### src/rtl/pim_arb_pkg.sv
// pim_arb_pkg: state encoding and index sizing shared by the PIM exec arbiter and its picker.
package pim_arb_pkg;
  localparam int STATE_W = 2;
  typedef enum logic [STATE_W-1:0] {
    S_IDLE   = 2'd0,
    S_ISSUE  = 2'd1,
    S_WAIT   = 2'd2,
    S_LOCKED = 2'd3
  } arb_state_e;
  function automatic int req_idx_w(input int n);
    return (n <= 1) ? 1 : $clog2(n);
  endfunction
endpackage

### src/rtl/pim_rr_picker.sv
// pim_rr_picker: finds the first set request at or after a start pointer, wrapping modulo N.
module pim_rr_picker import pim_arb_pkg::*; #(
  parameter int N = 4,
  localparam int IW = req_idx_w(N)
) (
  input  logic [N-1:0]  i_req,
  input  logic          i_en,
  input  logic [IW-1:0] i_start,
  output logic          o_found,
  output logic [IW-1:0] o_idx
);
  logic [IW-1:0] w_j;
  // Scan from the farthest offset down so the nearest hit is the last one written.
  always_comb begin
    o_found = 1'b0;
    o_idx = '0;
    w_j = '0;
    for (int k = N - 1; k >= 0; k--) begin
      w_j = IW'((int'(i_start) + k) % N);
      if (i_en && i_req[w_j]) begin
        o_found = 1'b1;
        o_idx = w_j;
      end
    end
  end
endmodule

### src/rtl/pim_exec_arbiter.sv
// pim_exec_arbiter: round-robin sharing of one PIM exec unit with per-command grant locking and a
// watchdog that reclaims abandoned locks. The opcode rides at exec_cmd[CMD_WIDTH-1 -: 8] untouched.
module pim_exec_arbiter import pim_arb_pkg::*; #(
  parameter int NUM_REQ = 4,
  parameter int CMD_WIDTH = 64,
  parameter int LOCK_TIMEOUT = 256,
  localparam int IW = req_idx_w(NUM_REQ)
) (
  input  logic                         clk,
  input  logic                         rst_n,
  input  logic [NUM_REQ-1:0]           req_valid,
  input  logic [NUM_REQ-1:0]           req_lock,
  input  logic [NUM_REQ*CMD_WIDTH-1:0] req_cmd,
  output logic [NUM_REQ-1:0]           req_ready,
  output logic [NUM_REQ-1:0]           req_done,
  output logic                         exec_start,
  output logic [CMD_WIDTH-1:0]         exec_cmd,
  input  logic                         exec_ready,
  input  logic                         exec_done,
  output logic [IW-1:0]                grant_idx,
  output logic                         busy,
  output logic                         lock_timeout,
  output logic                         err_spurious_done
);
  localparam int WW = req_idx_w(LOCK_TIMEOUT);

  if (NUM_REQ < 1 || LOCK_TIMEOUT < 1) begin : g_bad_param
    $fatal(1, "pim_exec_arbiter: NUM_REQ and LOCK_TIMEOUT must be >= 1");
  end

  arb_state_e r_state, w_next;
  logic [IW-1:0] r_rr_ptr, r_grant, w_idx, w_grant_inc;
  logic [CMD_WIDTH-1:0] r_cmd;
  logic [CMD_WIDTH-1:0] w_cmd [NUM_REQ];
  logic [NUM_REQ-1:0] r_done, w_grant_oh, w_pick_req;
  logic [WW-1:0] r_wd;
  logic r_lock_q, r_timeout, r_err, w_found, w_pick_en, w_wd_exp, w_done_ok;

  for (genvar g = 0; g < NUM_REQ; g++) begin : g_cmd
    assign w_cmd[g] = req_cmd[g*CMD_WIDTH +: CMD_WIDTH];
  end

  assign w_grant_oh = NUM_REQ'(1) << r_grant;
  assign w_grant_inc = (r_grant == IW'(NUM_REQ - 1)) ? '0 : r_grant + IW'(1);
  assign w_pick_en = (r_state == S_IDLE) || (r_state == S_LOCKED);
  // While locked only the holder's valid reaches the picker, so the start pointer is irrelevant.
  assign w_pick_req = (r_state == S_LOCKED) ? (req_valid & w_grant_oh) : req_valid;
  assign w_done_ok = (r_state == S_WAIT) && exec_done;
  assign w_wd_exp = (r_state == S_LOCKED) && !w_found && (r_wd == WW'(LOCK_TIMEOUT - 1));

  pim_rr_picker #(.N(NUM_REQ)) u_pick (
    .i_req   (w_pick_req),
    .i_en    (w_pick_en),
    .i_start (r_rr_ptr),
    .o_found (w_found),
    .o_idx   (w_idx)
  );

  always_comb begin
    w_next = r_state;
    case (r_state)
      S_IDLE, S_LOCKED: w_next = w_found ? S_ISSUE : (w_wd_exp ? S_IDLE : r_state);
      S_ISSUE:          w_next = exec_ready ? S_WAIT : S_ISSUE;
      S_WAIT:           w_next = exec_done ? (r_lock_q ? S_LOCKED : S_IDLE) : S_WAIT;
      default:          w_next = S_IDLE;
    endcase
  end

  always_ff @(posedge clk or negedge rst_n) begin
    if (!rst_n) begin
      r_state <= S_IDLE;
      r_rr_ptr <= '0;
      r_grant <= '0;
      r_cmd <= '0;
      r_lock_q <= 1'b0;
      r_wd <= '0;
      r_done <= '0;
      r_timeout <= 1'b0;
      r_err <= 1'b0;
    end else begin
      r_state <= w_next;
      r_done <= w_done_ok ? w_grant_oh : '0;
      r_timeout <= w_wd_exp;
      r_err <= r_err | (exec_done && r_state != S_WAIT);
      r_wd <= (r_state == S_LOCKED && !w_found && !w_wd_exp) ? r_wd + WW'(1) : '0;
      if (w_found) begin
        r_cmd <= w_cmd[w_idx];
        r_lock_q <= req_lock[w_idx];
        r_grant <= w_idx;
      end
      if ((w_done_ok && !r_lock_q) || w_wd_exp) r_rr_ptr <= w_grant_inc;
    end
  end

  assign req_ready = w_found ? (NUM_REQ'(1) << w_idx) : '0;
  assign req_done = r_done;
  assign exec_start = (r_state == S_ISSUE);
  assign exec_cmd = r_cmd;
  assign grant_idx = r_grant;
  assign busy = (r_state != S_IDLE);
  assign lock_timeout = r_timeout;
  assign err_spurious_done = r_err;

  a_ready_onehot0: assert property (@(posedge clk) disable iff (!rst_n) $onehot0(req_ready));
  a_cmd_stable: assert property (@(posedge clk) disable iff (!rst_n)
    (exec_start && !exec_ready) |=> $stable(exec_cmd));
endmodule
### config.mk
export PLATFORM = sky130hd
export DESIGN_NAME = pim_exec_arbiter
export DESIGN_NICKNAME = d
export VERILOG_FILES = /design/src/rtl/pim_arb_pkg.sv /design/src/rtl/pim_rr_picker.sv /design/src/rtl/pim_exec_arbiter.sv
export SDC_FILE = /design/constraint.sdc
export NUM_CORES = 1
export LEC_CHECK = 0
export BUFFER_PORTS_ARGS = -buffer_cell sky130_fd_sc_hd__buf_2
export CAP_MARGIN = 15
export CORE_AREA = 2 2 135 137
export DETAILED_ROUTE_END_ITERATION = 16
export DIE_AREA = 0 0 137 139
export GPL_TIMING_DRIVEN = 0
export PLACE_DENSITY_LB_ADDON = 0.2
export SYNTH_ARGS = -nofsm -noshare
export SYNTH_HDL_FRONTEND = slang
export SYNTH_SLANG_ARGS = --single-unit
### constraint.sdc
create_clock -name clk -period 3.9 [get_ports clk]
set_input_delay 0.195 -clock clk [delete_from_list [all_inputs] [get_ports clk]]
set_output_delay 0.195 -clock clk [all_outputs]
set_load 0.005 [all_outputs]
==> results.md, run 1 <==
- Peak supply drop: 0.372 mV
- Synth warn: 0
- Post-Syn Nets: 756
- Fill cell count: approximately 1800
- Total negative slack: 0 ps
- Slowest CP cell: dfrtp_1
- Initial core utilization: between 30% and 40%
- Post-synthesis sequential area ratio: around two fifths
- Clock buffers created by TritonCTS: 9
- Ant diodes: 0
- DR WL/cell: 17.3 um
- Worst EP arrival: 2840 ps
- Area growth, synth to finish: 43.8%
- CTS H-Tree Depth: 3
- Max-cap violations: 0
- Total wire length: 18500 um
- Number of port buffers: 345
- Via count of the first global-routing pass: 5246
- Initial antenna violation count: 1
- Mapped Cells: 479
- CP max stage delay: 440 ps
- Finished layout cell area: 0.00773 mm^2
- Ys async rst share: 100%
- Period minus WS final: around 3000 ps
- Synth top area share: 39.6%
- Detailed-route via count: 5186
- EDFF count, synth: 0
- Maximum clock rate: 330 MHz
- Grt ovf: 0
- Count of final hold-check violations: 0
- Syn avg cell area: about 11 um^2
- Layout cells sized above 1: 51.2%
- CP Buf/Inv Count: 3
- Worst path cell trace: inv_1, ha_1, nand2b_1, a221o_1, o221ai_2, o2111ai_2, clkbuf_1, nor2_1, buf_2
- Pleak: 4.21 nW
- Crit path max-delay family: compound AO/OA/AOI/OAI gates
- Outcome: finished, final reports clean
- Deepest clock path buffer count: 2
- # IOs: between 300 and 400
- CTS resizes: 0
- Top post-synthesis cells by area: dfrtp_1 40%, mux2i_1 24%, o221ai_2 11%
- Post-synth top flop: dfrtp_1
- CTS sink cnt: 85
- Hpwl dp: 14700 um
- Die area: 0.0190 mm^2
- Slew @ Worst Pin: 750 ps
- Tcrit/Tclk final: between 70% and 80%
- DRC viols: 0
- Synth unique cells: 35
- Mapped cell area: 0.00537 mm^2
- Row Count: 49
- DP Area: 0.00742 mm^2
- Detailed Routing Iterations Pass 1: 4
- Post-route antenna net violation count: 0
- Crit path max fanout: 10
- Chip width: 137 um
- Routability cong.: 0.816
- CTS Root Cell: clkbuf_16
- Slew Viols, Final: 0
- Required @ worst endpoint: 3700 ps
- Crit path kind: flop to output pin
- Worst-skew pair later-pin latency: 340 ps
- Largest net degree at the start of global routing: 47
- Clock slew at reported path FFs: 60 ps
- Die height: 139 um
- Final hold slack: 144 ps
- Synth cell count leaders: 130 x mux2i_1, 85 x dfrtp_1, 74 x nand2_1
- Initial drt markers: 164
- All-Layer GR Usage: about a fifth
- Post-synth top area cell: dfrtp_1
- Final setup viols: 0
- First-pass GRT wire length: 27600 um
- FF+latch count, synth: 85
- Crit start category: flop
- Clock skew: 6.18 ps
- Unrepaired setup endpoints after global routing: false
- Nets: roughly 1100
- P per Cell Area: roughly 800 mW/mm^2
- Hold crit path type: input pin to flop
- TritonCTS clock tree: done
- CP Capture Type: output pin
- Top-count cell post-synth: mux2i_1
- Core Region: 0.0177 mm^2
- Vias per cell: approximately 4.8
- Max-slew headroom: 50.0%
==> metrics by stage <==
step           setup WS [ps]  cells  total power, mW  utilization (%)
5_1_grt                  585   1070             6.74             43.8
6_report                 869   1070             6.22             43.8
4_1_cts                  817   1070             6.35             43.8
3_5_place_dp            1150   1054             5.45             42.0
2_1_floorplan           1710    479             4.13                -
3_3_place_gp            1130   1053             5.42             41.8
==> cells in the final DEF (no fill, tap or decap), types with 2 or more instances in the layout <==
cell,count
clkbuf_8,2
nand3_1,6
mux2i_1,130
dfrtp_1,85
clkinvlp_4,2
xnor2_1,2
o221ai_1,25
and3_1,5
o21ai_1,2
o221ai_2,41
nor2_1,12
nand4_1,3
a31oi_1,3
clkbuf_16,9
xor2_1,4
buf_2,352
mux2_2,3
o21ai_0,4
nand2_1,74
buf_6,11
nor2b_1,3
clkbuf_1,13
buf_4,6
ha_1,9
nand2b_1,5
inv_1,15
==> metal layers <==
metal | global-route usage, % | routed length (um) | vias to the layer above
met4 | 6.13 | 327 | 2
met5 | 0 | 13 | -
met2 | 32.8 | 9240 | 223
li1 | - | - | 2519
met3 | 4.61 | 1360 | 19
met1 | 22.8 | 7570 | 2423
==> where the power goes <==
| part | internal [mW] | switching, mW |
|---|---|---|
| Clock | 0.528 | 0.354 |
| Combinational | 1.72 | 2.10 |
| Sequential | 1.30 | 0.223 |
==> sequential cells by signal, indices dropped and copies added, names as in the netlist <==
register,count
exec_cmd,64
r_wd,8
req_done,4
grant_idx,2
r_rr_ptr,2
r_state,2
err_spurious_done,1
lock_timeout,1
r_lock_q,1
==> timing repair <==
| item | 4_1_cts | 5_1_grt |
|---|---|---|
| setup buffers | 0 | 0 |
| endpoints found under the setup margin | 0 | 0 |
| hold buffers | 1 | 0 |
| hold endpoints to repair | 39 | 0 |
==> final timing paths <==
| path | from | to | slack (ps) | depth (start not counted) |
|---|---|---|---|---|
| worst max-delay path | grant_idx[1]$_DFFE_PN0P_ | req_ready[3] | 870 | 9 |
| worst min-delay path | exec_done | err_spurious_done$_DFF_PN0_ | 140 | 2 |
| worst max register to register | grant_idx[1]$_DFFE_PN0P_ | exec_cmd[55]$_DFFE_PN0P_ | 1180 | 10 |
| worst min register to register | err_spurious_done$_DFF_PN0_ | err_spurious_done$_DFF_PN0_ | 450 | 1 |
| max in group asynchronous | rst_n | grant_idx[1]$_DFFE_PN0P_ | 2890 | 3 |
| min in group asynchronous | rst_n | exec_cmd[19]$_DFFE_PN0P_ | 370 | 2 |
==> cells by family after synthesis <==
| kind of cell | Yosys count | synth area share, % |
|---|---|---|
| multiplexers | 133 | 24.8 |
| buffers and inverters | 53 | 5.84 |
| AO/OA/AOI/OAI | 84 | 18.1 |
| AND/OR/NAND/NOR | 109 | 8.59 |
| adder cells (fa/ha/maj) | 9 | 2.10 |
| XOR/XNOR | 6 | 0.978 |
| flip-flops | 85 | 39.6 |
==> final cells by class <==
cell class	instances	area, um^2	area share (%)
multi-input cells	341	2930	37.9
flip-flops and latches	85	2130	27.5
repair buffers	347	1770	22.9
well taps	229	287	3.71
plain buffers	38	258	3.33
clock buffers	12	256	3.32
inverters	15	56.3	0.729
clock inverters	3	45.0	0.583
No activity file was read; power rests on OpenSTA's default activity.
==> run 2, diff against run 1 <==
--- a/config.mk
+++ b/config.mk
@@ -5,11 +5,13 @@
 export SDC_FILE = /design/constraint.sdc
 export NUM_CORES = 1
 export LEC_CHECK = 0
+export ABC_AREA = 1
 export BUFFER_PORTS_ARGS = -buffer_cell sky130_fd_sc_hd__buf_2
 export CAP_MARGIN = 15
-export CORE_AREA = 2 2 135 137
+export CORE_ASPECT_RATIO = 0.5
+export CORE_MARGIN = 2
+export CORE_UTILIZATION = 40
 export DETAILED_ROUTE_END_ITERATION = 16
-export DIE_AREA = 0 0 137 139
 export GPL_TIMING_DRIVEN = 0
 export PLACE_DENSITY_LB_ADDON = 0.2
 export SYNTH_ARGS = -nofsm -noshare
==> constraint.sdc (replaced) <==
create_clock -name clk -period 2.43 [get_ports clk]
set_input_delay 0.1215 -clock clk [delete_from_list [all_inputs] [get_ports clk]]
set_output_delay 0.1215 -clock clk [all_outputs]
set_load 0.005 [all_outputs]
==> run 2 against run 1 <==
Non-clock buffer count increased by 38. Area after synthesis up 9.0%. Die area is 18% lower. Core utilization increased by 17 points. Sequential share of layout area shrank 2.9 points. Clock skew up 2.1 ps. Global-route usage up 8.6 points. Setup slack worse by 860 ps. Cell area rose by 12%. Critical path depth up 4. Clock-buffer cell count down 3. Worst hold slack got worse by 87 ps. Critical path type unchanged. Largest cell class unchanged.
==> results.md, run 2 <==
- Number of port buffers: 345 (unchanged)
- Die area: 0.0157 mm^2 (-18%)
- Crit path kind: flop to output pin
- EDFF count, synth: 0 (unchanged)
- Maximum clock rate: 413 MHz
- Largest net degree at the start of global routing: 61 (+30%)
- Routability cong.: 0.890 (+9.0%)
- Initial antenna violation count: 1 (unchanged)
- Clock skew: 8.32 ps (+2.15 ps)
- Nets: 1581 (+42%)
- Largest register FFs: 64 (unchanged)
- Ys async rst share: 100% (unchanged)
- Max-cap violations: 0 (unchanged)
- Worst EP arrival: 2300 ps (-540 ps)
- Vias per cell: 5.00 (+3.2%)
- Synth cell count leaders: 484 x nand2_1, 222 x nand3_1, 85 x dfrtp_1
- Synth warn: 0 (unchanged)
- GRT Max-Usage Layer: met2
- Clock buffers created by TritonCTS: 9 (unchanged)
- Crit start category: flop
- First-pass GRT wire length: 34000 um (+23%)
- Layout cells sized above 1: 37.3% (-14 points)
- Hpwl dp: 17300 um (+18%)
- CTS H-Tree Depth: 3 (unchanged)
- Top-count cell post-synth: nand2_1
- Post-synth top flop: dfrtp_1
- CP Capture Type: output pin
- Clock slew at reported path FFs: 70 ps (about the same)
- Initial core utilization: 40.7% (+10 points)
- Total wire length: 22800 um (+23%)
- Count of final hold-check violations: 0 (unchanged)
- Fill cell count: 1434 (-18%)
- All-Layer GR Usage: 27.5% (+8.6 points)
- Top post-synthesis cells by area: dfrtp_1 36%, nand2_1 31%, nand3_1 19%
- Slew @ Worst Pin: 573 ps (-177 ps)
- Max-slew headroom: 61.8% (+12 points)
- Final setup margin: 7.95 ps (-861 ps)
- Placed Instances: 1477 (+40%)
- Outcome: finished, final reports clean
- Non-Filler Instances: 1508 (+41%)
- Mapped cell area: 0.00586 mm^2 (+9.0%)
- Synth unique cells: 26 (-26%)
- Grt met1 use: 36.9% (+14 points)
- Grt ovf: 0 (unchanged)
- Post-route antenna net violation count: 0 (unchanged)
- Required @ worst endpoint: 2310 ps (-1390 ps)
- TritonCTS clock tree: done
- Row Count: 31 (-37%)
- Chip width: 175 um (+28%)
- Post-synth top area cell: dfrtp_1
- Unrepaired setup endpoints after global routing: true
- DRC viols: 0 (unchanged)
- Met3 GRT Util: 4.88% (+0.28 points)
- Via count of the first global-routing pass: 6714 (+28%)
- FF+latch count, synth: 85 (unchanged)
- Detailed-route via count: 7544 (+45%)
- Hold crit path type: input pin to flop
- Commonest non-fill, non-tap cells in the layout: 475 x nand2_1, 358 x buf_2, 207 x nand3_1
- Final setup viols: 0 (unchanged)
- Worst-skew pair later-pin latency: 330 ps (about the same)
- CTS Root Cell: clkbuf_16
- Crit path max fanout: 8 (-2)
- Detailed Routing Iterations Pass 1: 5 (+1)
- Core Region: 0.0144 mm^2 (-19%)
- Syn avg cell area: 6.28 um^2 (-44%)
- Synth top area share: 36.3% (-3.3 points)
- Tcrit/Tclk final: 99.7%
- Post-synthesis sequential area ratio: 36.3% (-3.3 points)
- Deepest clock path buffer count: 2 (unchanged)
- DR WL/cell: 15.1 um (-13%)
- Die height: 89.6 um (-36%)
- Post-Syn Nets: 1210 (+60%)
- Area growth, synth to finish: 48.1%
- Initial drt markers: 424 (+160%)
- Period minus WS final: 2420 ps
- Commonest non-fill, non-tap cell in the layout: nand2_1
- Met2 Track Usage GR: 48.1% (+15 points)
- # IOs: 346 (unchanged)
- Dpl ws: -153 ps (-1300 ps)
- Slew Viols, Final: 0 (unchanged)
- CTS sink cnt: 85 (unchanged)
- Mapped Cells: 933 (+95%)
## run 2: logic make-up after synthesis
kind of cell	share of synthesized area, %
xor+xnor	0.299
buf+inv	7.56
simple gates	52.8
compound gates	1.07
flops	36.3
fa+ha+maj	1.92
## run 2: worst paths after layout
path,from,endpoint,slack [ps],cells after the start
setup reg to reg,grant_idx[0]$_DFFE_PN0P_,exec_cmd[39]$_DFFE_PN0P_,40,17
min in group asynchronous,rst_n,exec_cmd[23]$_DFFE_PN0P_,260,2
hold reg to reg,r_wd[0]$_DFF_PN0_,r_wd[0]$_DFF_PN0_,470,1
setup / recovery,grant_idx[0]$_DFFE_PN0P_,req_ready[3],8,13
max in group asynchronous,rst_n,r_rr_ptr[1]$_DFFE_PN0P_,1510,3
hold / removal,exec_done,err_spurious_done$_DFF_PN0_,60,3
## run 2: final cells by class
type | instances | area, um^2 | share of cell area [%]
diodes | 1 | 2.50 | 0.0288
plain buffers | 61 | 428 | 4.93
clock buffers | 9 | 225 | 2.60
clock inverters | 7 | 73.8 | 0.851
inverters | 25 | 114 | 1.31
multi-input cells | 760 | 3560 | 41.0
flip-flops and latches | 85 | 2130 | 24.6
well taps | 198 | 248 | 2.86
repair buffers | 362 | 1890 | 21.8
## run 2: stage by stage
step	TNS, ps	util, %	hold WS, ps	area (um^2)
2_1_floorplan	0	-	-174	5860
3_3_place_gp	-2500	54.4	399	7830
3_5_place_dp	-5370	54.6	63.6	7860
4_1_cts	-64.9	57.6	51.6	8280
5_1_grt	-2310	60.3	83.0	8670
6_report	0	60.3	56.2	8670
## run 2: layer usage
layer	wire (um)	part of all wire (%)
met5	0	0
met2	11200	49
met1	9680	42
met4	350	1.5
met3	1620	7.1
## run 2: what timing repair did
action / 4_1_cts / 5_1_grt
resized for setup: 23 / 101
pin swaps: 1 / 15
buffers inserted: 7 / 8
endpoints found under the setup margin: 69 / 69
hold endpoints to repair: 25 / 0
gates cloned: 0 / 0
hold buffers: 1 / 0
## run 2: worst max-delay path: stages (launching register included)
cell     delay, ps
dfrtp_2        460
inv_4          110
ha_4           130
inv_2           40
nand2_4         70
nand3_2        100
nand3_1        130
nand3_2        140
buf_4          170
nand3_4        100
nand2_4         90
buf_12         160
nor2_1         120
buf_2          120
Power of run 2 is not shown: default switching activity piles up to over one toggle a cycle in this logic, so the estimate is an artifact.
